<file path="config.mk">
export PLATFORM = sky130hd
export DESIGN_NAME = alu_exec_stage
export DESIGN_NICKNAME = d
export VERILOG_FILES = /design/src/rtl/alu_exec_stage_pkg.sv /design/src/rtl/alu_exec_stage_pipe_reg.sv /design/src/rtl/alu_exec_stage.sv
export SDC_FILE = /design/constraint.sdc
export NUM_CORES = 1
export LEC_CHECK = 0
export CORE_MARGIN = 3
export CORE_UTILIZATION = 25
export DETAILED_ROUTE_END_ITERATION = 12
export PLACE_DENSITY = 0.48
export SLEW_MARGIN = 5
export SYNTH_ARGS = -nofsm -noshare
export SYNTH_HDL_FRONTEND = slang
export SYNTH_HIERARCHICAL = 1
export SYNTH_SLANG_ARGS = --single-unit
</file>
<file path="constraint.sdc">
create_clock -name clk -period 2.5 [get_ports clk]
set_clock_uncertainty 0.2 [all_clocks]
set_input_delay 0.5 -clock clk [delete_from_list [all_inputs] [get_ports clk]]
set_output_delay 0.5 -clock clk [all_outputs]
set_load 0.01 [all_outputs]
</file>
<file path="src/rtl/alu_exec_stage_pkg.sv">
// Shared types and constants for the ALU execute stage.
//  - ALU_XLEN / ALU_OP_W / RD_W : datapath, op-code and register-index widths
//  - alu_op_e                   : ALU op-code encoding understood by the external ALU
//  - e_data_t                   : contents of the E (operand) register
//  - w_data_t                   : contents of the W (result) register
package alu_exec_stage_pkg;

  localparam int ALU_XLEN = 32;
  localparam int ALU_OP_W = 4;
  localparam int RD_W     = 5;

  typedef enum logic [ALU_OP_W-1:0] {
    ALU_ADD  = 4'd0,
    ALU_SUB  = 4'd1,
    ALU_AND  = 4'd2,
    ALU_OR   = 4'd3,
    ALU_XOR  = 4'd4,
    ALU_SLL  = 4'd5,
    ALU_SRL  = 4'd6,
    ALU_SRA  = 4'd7,
    ALU_SLT  = 4'd8,
    ALU_SLTU = 4'd9,
    ALU_EQ   = 4'd10,
    ALU_NE   = 4'd11
  } alu_op_e;

  // Op code is carried as raw bits so that any decoded value reaches the ALU untouched.
  typedef struct packed {
    logic [ALU_OP_W-1:0] op;
    logic                is_cond;
    logic [ALU_XLEN-1:0] a;
    logic [ALU_XLEN-1:0] b;
    logic [ALU_XLEN-1:0] imm;
    logic [ALU_XLEN-1:0] pc;
    logic [RD_W-1:0]     rd;
  } e_data_t;

  typedef struct packed {
    logic [RD_W-1:0]     rd;
    logic [ALU_XLEN-1:0] data;
    logic                wen;
    logic                br_taken;
    logic [ALU_XLEN-1:0] br_target;
  } w_data_t;

endpackage

</file>
<file path="src/rtl/alu_exec_stage_pipe_reg.sv">
// Single-entry valid/ready register slice, used for both the E and W stages.
// No skid buffer: in_ready is a combinational function of the downstream ready.
//  clk, rst_n            : clock, synchronous active-low reset (clears valid and data)
//  flush                 : drops the held entry and any entry offered this cycle
//  in_valid/in_ready/in_data    : upstream handshake
//  out_valid/out_ready/out_data : downstream handshake; out_data stable while stalled
module alu_exec_stage_pipe_reg #(
  parameter type T = logic
) (
  input  logic clk,
  input  logic rst_n,
  input  logic flush,
  input  logic in_valid,
  output logic in_ready,
  input  T     in_data,
  output logic out_valid,
  input  logic out_ready,
  output T     out_data
);

  // Slot is free if empty or being drained this cycle.
  assign in_ready = !out_valid || out_ready;

  // NOTE: state registers use non-blocking assignments so every flop samples
  //       pre-edge values regardless of process ordering.
  always_ff @(posedge clk) begin
    if (!rst_n) begin
      out_valid <= 1'b0;
      // NOTE: data is reset too (not just valid) so everything fed from it
      //       reads as zero after reset instead of X.
      out_data  <= '0;
    end else if (flush) begin
      out_valid <= 1'b0;
    end else if (in_ready) begin
      out_valid <= in_valid;
      // Data only changes on a real load, so consumers see no glitching.
      if (in_valid) out_data <= in_data;
    end
  end

endmodule

</file>
<file path="src/rtl/alu_exec_stage.sv">
// Execute-stage driver for an external combinational ALU.
// Accepts decoded ops over valid/ready, registers operands in E (which drives the
// ALU), and captures the ALU result plus branch information in W for writeback.
//  clk, rst_n, flush          : clock, sync active-low reset, pipeline kill
//  in_valid/in_ready, in_*    : decoded op from decode
//  alu_a/alu_b/alu_op/alu_is_cond : ALU operand ports, driven from E
//  alu_result                 : combinational result from the ALU
//  out_valid/out_ready, out_* : result to writeback / branch logic
//  stall_cnt                  : saturating count of cycles E was blocked by W
module alu_exec_stage
  import alu_exec_stage_pkg::*;
#(
  parameter int XLEN    = ALU_XLEN,   // must match ALU_XLEN
  parameter int OP_W    = ALU_OP_W,   // must match ALU_OP_W
  parameter int STALL_W = 16
) (
  input  logic               clk,
  input  logic               rst_n,
  input  logic               flush,
  input  logic               in_valid,
  output logic               in_ready,
  input  logic [OP_W-1:0]    in_op,
  input  logic               in_is_cond,
  input  logic [XLEN-1:0]    in_rs1,
  input  logic [XLEN-1:0]    in_rs2,
  input  logic [XLEN-1:0]    in_imm,
  input  logic               in_use_imm,
  input  logic [XLEN-1:0]    in_pc,
  input  logic [RD_W-1:0]    in_rd,
  output logic [XLEN-1:0]    alu_a,
  output logic [XLEN-1:0]    alu_b,
  output logic [OP_W-1:0]    alu_op,
  output logic               alu_is_cond,
  input  logic [XLEN-1:0]    alu_result,
  output logic               out_valid,
  input  logic               out_ready,
  output logic [RD_W-1:0]    out_rd,
  output logic [XLEN-1:0]    out_data,
  output logic               out_wen,
  output logic               out_br_taken,
  output logic [XLEN-1:0]    out_br_target,
  output logic [STALL_W-1:0] stall_cnt
);

  e_data_t e_in, e_q;
  w_data_t w_in, w_q;
  logic    e_valid;
  logic    w_accept;

  // Operand selection at accept time. Branch compares always use rs2 as b;
  // the immediate travels separately for the target adder.
  always_comb begin
    // NOTE: default first so no path leaves a field unassigned (no latch).
    e_in         = '0;
    e_in.op      = in_op;
    e_in.is_cond = in_is_cond;
    e_in.a       = in_rs1;
    e_in.b       = (in_use_imm && !in_is_cond) ? in_imm : in_rs2;
    e_in.imm     = in_imm;
    e_in.pc      = in_pc;
    e_in.rd      = in_rd;
  end

  alu_exec_stage_pipe_reg #(.T(e_data_t)) u_e_reg (
    .clk       (clk),
    .rst_n     (rst_n),
    .flush     (flush),
    .in_valid  (in_valid),
    .in_ready  (in_ready),
    .in_data   (e_in),
    .out_valid (e_valid),
    .out_ready (w_accept),
    .out_data  (e_q)
  );

  assign alu_a       = e_q.a;
  assign alu_b       = e_q.b;
  assign alu_op      = e_q.op;
  assign alu_is_cond = e_q.is_cond;

  // Result formatting: branches write no register and report taken/target;
  // ordinary ops report no branch. Target wraps modulo 2^XLEN.
  always_comb begin
    w_in           = '0;
    w_in.rd        = e_q.rd;
    w_in.data      = e_q.is_cond ? '0 : alu_result;
    w_in.wen       = !e_q.is_cond && (e_q.rd != '0);
    w_in.br_taken  = e_q.is_cond && alu_result[0];
    w_in.br_target = e_q.is_cond ? (e_q.pc + e_q.imm) : '0;
  end

  alu_exec_stage_pipe_reg #(.T(w_data_t)) u_w_reg (
    .clk       (clk),
    .rst_n     (rst_n),
    .flush     (flush),
    .in_valid  (e_valid),
    .in_ready  (w_accept),
    .in_data   (w_in),
    .out_valid (out_valid),
    .out_ready (out_ready),
    .out_data  (w_q)
  );

  assign out_rd        = w_q.rd;
  assign out_data      = w_q.data;
  assign out_wen       = w_q.wen;
  assign out_br_taken  = w_q.br_taken;
  assign out_br_target = w_q.br_target;

  // Back-pressure monitor: E holds an op that W cannot take. Saturates.
  always_ff @(posedge clk) begin
    if (!rst_n) begin
      stall_cnt <= '0;
    end else if (e_valid && !w_accept && !flush && (stall_cnt != '1)) begin
      stall_cnt <= stall_cnt + STALL_W'(1);
    end
  end

endmodule

</file>
==> run summary <==
DRT
---------------------------------------------------------------------------------
Routed via count                                                            10200
Residual DRC                                                                    0
Average wire length per cell after detail routing                    15.8 microns
Violation count after the first detailed-routing iteration                    464
DR vias/cell                                                                 4.36
Number of iterations in the first detailed-routing pass                         5
Antenna violation net count after detailed routing                              0
Routed wire length                                                   37100 microns

YOSYS
---------------------------------------------------------------------------------
Share of synthesized registers carrying an async set or reset                  0%
Adder-cell share of the synthesized area                                    3.53%
Syn_nets                                                                     1570
Fraction of the mapped netlist area in simple logic gates                   22.7%
Share of the synthesized netlist area taken by xor and xnor gates           2.43%
Number of enable-type register cells in the synthesized netlist                 0
Proportion of synthesized area in mux cells                                 21.2%
Number of library cell types mapped by synthesis                               71
Compound-cell area share of the yosys netlist                               6.74%
Main flop type after synthesis                                       sky130_fd_sc_hd__dfxtp_1
Syn Inst Count                                                               1361
Share of synthesized area occupied by flip-flops and latches                38.2%
Netlist Area Pre-Place                                                11900 sq um
Largest cells by area after synthesis                                sky130_fd_sc_hd__dfxtp_1 (38%), sky130_fd_sc_hd__mux2i_1 (18%), sky130_fd_sc_hd__nand2_1 (14%), sky130_fd_sc_hd__ha_1 (3.4%), sky130_fd_sc_hd__mux2_2 (2.3%)
Mean instance size in the synthesized netlist                          8.74 sq um
Count of synthesis-stage warnings from yosys                                    6
Main combinational cell family by area after synthesis               simple AND/OR/NAND/NOR gates
Area fraction of the dominant cell type after synthesis                     38.2%
Total of flip-flops plus latches after synthesis                              227
Cell type with the highest aggregate area in the netlist             sky130_fd_sc_hd__dfxtp_1

CTS
---------------------------------------------------------------------------------
Root cell of the clock tree                                          sky130_fd_sc_hd__clkbuf_16
H-Tree Level Count                                                              1
CTS tree                                                                    built
Buffer depth of the longest clock path                                          3
Number of sinks on the clock net                                              227
Source-to-sink clock delay at the later pin of the worst-skew pair         570 ps
Number of clock buffers inserted by TritonCTS                                  29
Number of buffers added to fix hold violations after cts                        0
Clock-pin slew on the worst setup and hold paths                            60 ps

CELLS AND AREA
---------------------------------------------------------------------------------
Highest-count cells in the layout ignoring fill and taps             sky130_fd_sc_hd__nand2_1 (450), sky130_fd_sc_hd__clkdlybuf4s50_1 (331), sky130_fd_sc_hd__dfxtp_1 (217)
Number of filler cells placed in the layout                                  4773
Area added between synthesis and finish                                     47.5%
Fraction of final layout cells with drive strength greater than 1           13.8%
Total Nets Final                                                             1927
Core Util, Final                                                            37.5%
Most common library cell in the layout ignoring fill and taps        sky130_fd_sc_hd__nand2_1

PWR
---------------------------------------------------------------------------------
Leakage power summed over all cells                                       6.59 nW
Part of the power in combinational logic                                    14.6%
Power share of the sequential group                                         40.5%
Fraction of power consumed by the clock network                             45.0%
Internal power                                                            7.10 mW
VDD IR max                                                             0.000486 V
Areal power density over the cells                                    540 nW/um^2
Reported net switching power                                              2.38 mW
Fraction of power spent switching nets                                      25.1%

TIMING
---------------------------------------------------------------------------------
Min cycle time layout                                                     2550 ps
Crit share post-route                                                        102%
Sum Neg Setup Slack                                                      -93.9 ps
Final count of negative-setup-slack endpoints                                   4
Slew of the pin with the lowest slew margin                                514 ps
Max-slew violations                                                             0
Final Worst Setup Slack                                                  -50.3 ps
Worst Hold Slack                                                           115 ps
Max Clock Freq                                                          0.392 GHz
RSZ-0062 raised after global routing                                         true
Number of failing hold endpoints at the final stage                             0
Max-slew headroom at the worst pin                                          65.7%

DIE
---------------------------------------------------------------------------------
Horizontal die dimension                                              224 microns
Overall die height                                                    224 microns
Core ar.                                                              46800 sq um
Number of top-level pins                                                      334
Initial core utilization                                                    25.4%
Area enclosed by the die boundary                                     50200 sq um
Standard-cell rows                                                             79

STATUS
---------------------------------------------------------------------------------
Violations in the final reports                                      setup timing
Outcome                                                              finished with violations

HOLD PATH
---------------------------------------------------------------------------------
Hold Startpoint                                                             rst_n
Path class of the lowest-slack min-delay path                           in -> reg

CRITICAL PATH
---------------------------------------------------------------------------------
Nature of the critical path endpoint                                         flop
Sort of element at the start of the critical path                            flop
Critical R2R Launch                                                  u_e_reg/out_data[5]
Largest fanout on the critical path                                             5
Critical path start-end classification                                 reg -> reg
Critical path data required time                                          2800 ps
Reg-to-Reg End                                                       u_w_reg/out_data[24]
Critical path endpoint                                               u_w_reg/out_data[24]
Worst reg-to-reg setup slack                                               -50 ps
Crit path arrival time                                                    2850 ps
Critical path origin                                                 u_e_reg/out_data[5]
Number of cells on the worst reg-to-reg path                                   13

GLOBAL ROUTE
---------------------------------------------------------------------------------
Most used routing layer                                                      met2
Met2 Resource Use GR                                                        22.0%
Remaining global-route overflow                                                 0
Met1 track demand over resource                                             19.9%
Global-route track usage on met3                                            3.46%
Global-route wire length before repair                               58100 microns
Total global routing track utilization                                      14.2%
Pin count of the biggest net entering global routing                           90
Number of antenna violations at the first check in global routing               3
Via count of the first global-routing pass                                  10200

PLACEMENT
---------------------------------------------------------------------------------
Final GP Congestion                                                         0.788
Post-detail-place hpwl                                               27500 microns
Port bufs                                                                     333

JOB
---------------------------------------------------------------------------------
Max_cap viols                                                                   0

-- power groups by stage --
| stage | clock, mW | sequential (mW) | combinational (mW) |
|---|---|---|---|
| 6_report | 4.26 | 3.84 | 1.38 |
| 3_5_place_dp | 0 | 3.91 | 1.35 |
| 2_1_floorplan | 0 | 3.92 | 0.661 |
| 5_1_grt | 4.59 | 3.85 | 1.51 |
| 3_3_place_gp | 0 | 3.90 | 1.35 |
| 4_1_cts | 4.47 | 3.83 | 1.36 |
-- worst min-delay path by stage --
stage	endpoint	slack, ps	depth (start not counted)
after floorplan	u_e_reg/out_data[37]	240	2
final	u_w_reg/out_data[27]	110	3
after global placement	u_e_reg/out_data[94]	240	2
after detailed placement	u_w_reg/out_data[43]	250	2
after CTS	u_w_reg/out_data[30]	80	3
after global routing	u_w_reg/out_data[30]	100	3
-- cell usage after synthesis, drive strengths merged (20+ instances only) --
library cell,number
nand2,454
dfxtp,227
mux2i,216
buf,46
clkbuf,41
a21oi,39
nor2,38
nor2b,38
ha,32
mux2,32
and2,25
xor2,20
-- sequential cells by signal, summed over array words and instances (netlist names) --
name,flops
u_w_reg/out_valid,1
u_e_reg/out_data,138
u_w_reg/out_data,71
u_e_reg/out_valid,1
stall_cnt,16
-- repair_timing --
action | 4_1_cts | 5_1_grt
resized for setup | 14 | 55
setup endpoints to repair | 10 | 21
pin swaps | 8 | 13
buffers inserted | 4 | 4
cloned | 0 | 0
hold endpoints to repair | 0 | 0
-- worst max-delay path: stages (launching register included) --
cell and delay (ps):
sky130_fd_sc_hd__dfxtp_2 350, sky130_fd_sc_hd__ha_4 140, sky130_fd_sc_hd__inv_2 30, sky130_fd_sc_hd__fa_2 360, sky130_fd_sc_hd__nor2b_4 200, sky130_fd_sc_hd__o31ai_4 110, sky130_fd_sc_hd__a2bb2oi_4 180, sky130_fd_sc_hd__a21oi_4 100
sky130_fd_sc_hd__buf_4 150, sky130_fd_sc_hd__o31ai_4 180, sky130_fd_sc_hd__xor2_1 170, sky130_fd_sc_hd__and2_1 140, sky130_fd_sc_hd__nand2_1 50, sky130_fd_sc_hd__mux2i_1 130
-- metrics by stage --
stage | power (mW) | instance area [sq um] | cells | setup WS [ps]
2_1_floorplan | 4.58 | 11900 | 1361 | 6.13
3_3_place_gp | 5.25 | 16200 | 2287 | -158
3_5_place_dp | 5.25 | 16200 | 2287 | -178
4_1_cts | 9.66 | 17200 | 2343 | -55.1
5_1_grt | 9.95 | 17500 | 2348 | -226
6_report | 9.48 | 17500 | 2348 | -50.3
-- cell type report --
class | instances | area, sq um | share of cell area, %
diodes | 1 | 2.50 | 0.0143
clock buffers | 40 | 817 | 4.66
clock inverters | 13 | 160 | 0.913
inverters | 10 | 37.5 | 0.214
multi-input cells | 1037 | 7100 | 40.5
flip-flops and latches | 227 | 4560 | 26.0
well taps | 607 | 759 | 4.33
repair buffers | 413 | 4110 | 23.4
-- layer usage --
layer  up-vias  wire length (microns)
met5         -                      9
met4         2                    850
met3        51                   2230
met2       216                  16100
met1      4689                  17900
li1       5275                      -
-- kinds of logic (layout without fill, tap and decap cells) --
logic type	count (synthesis)	in the layout
AO/OA/AOI/OAI	101	101
XOR/XNOR	33	33
adder cells (fa/ha/maj)	33	33
buffers and inverters	97	476
flip-flops	227	227
multiplexers	248	248
other	0	1
AND/OR/NAND/NOR	622	622
Note: power is estimated with default switching activity, not from simulation.
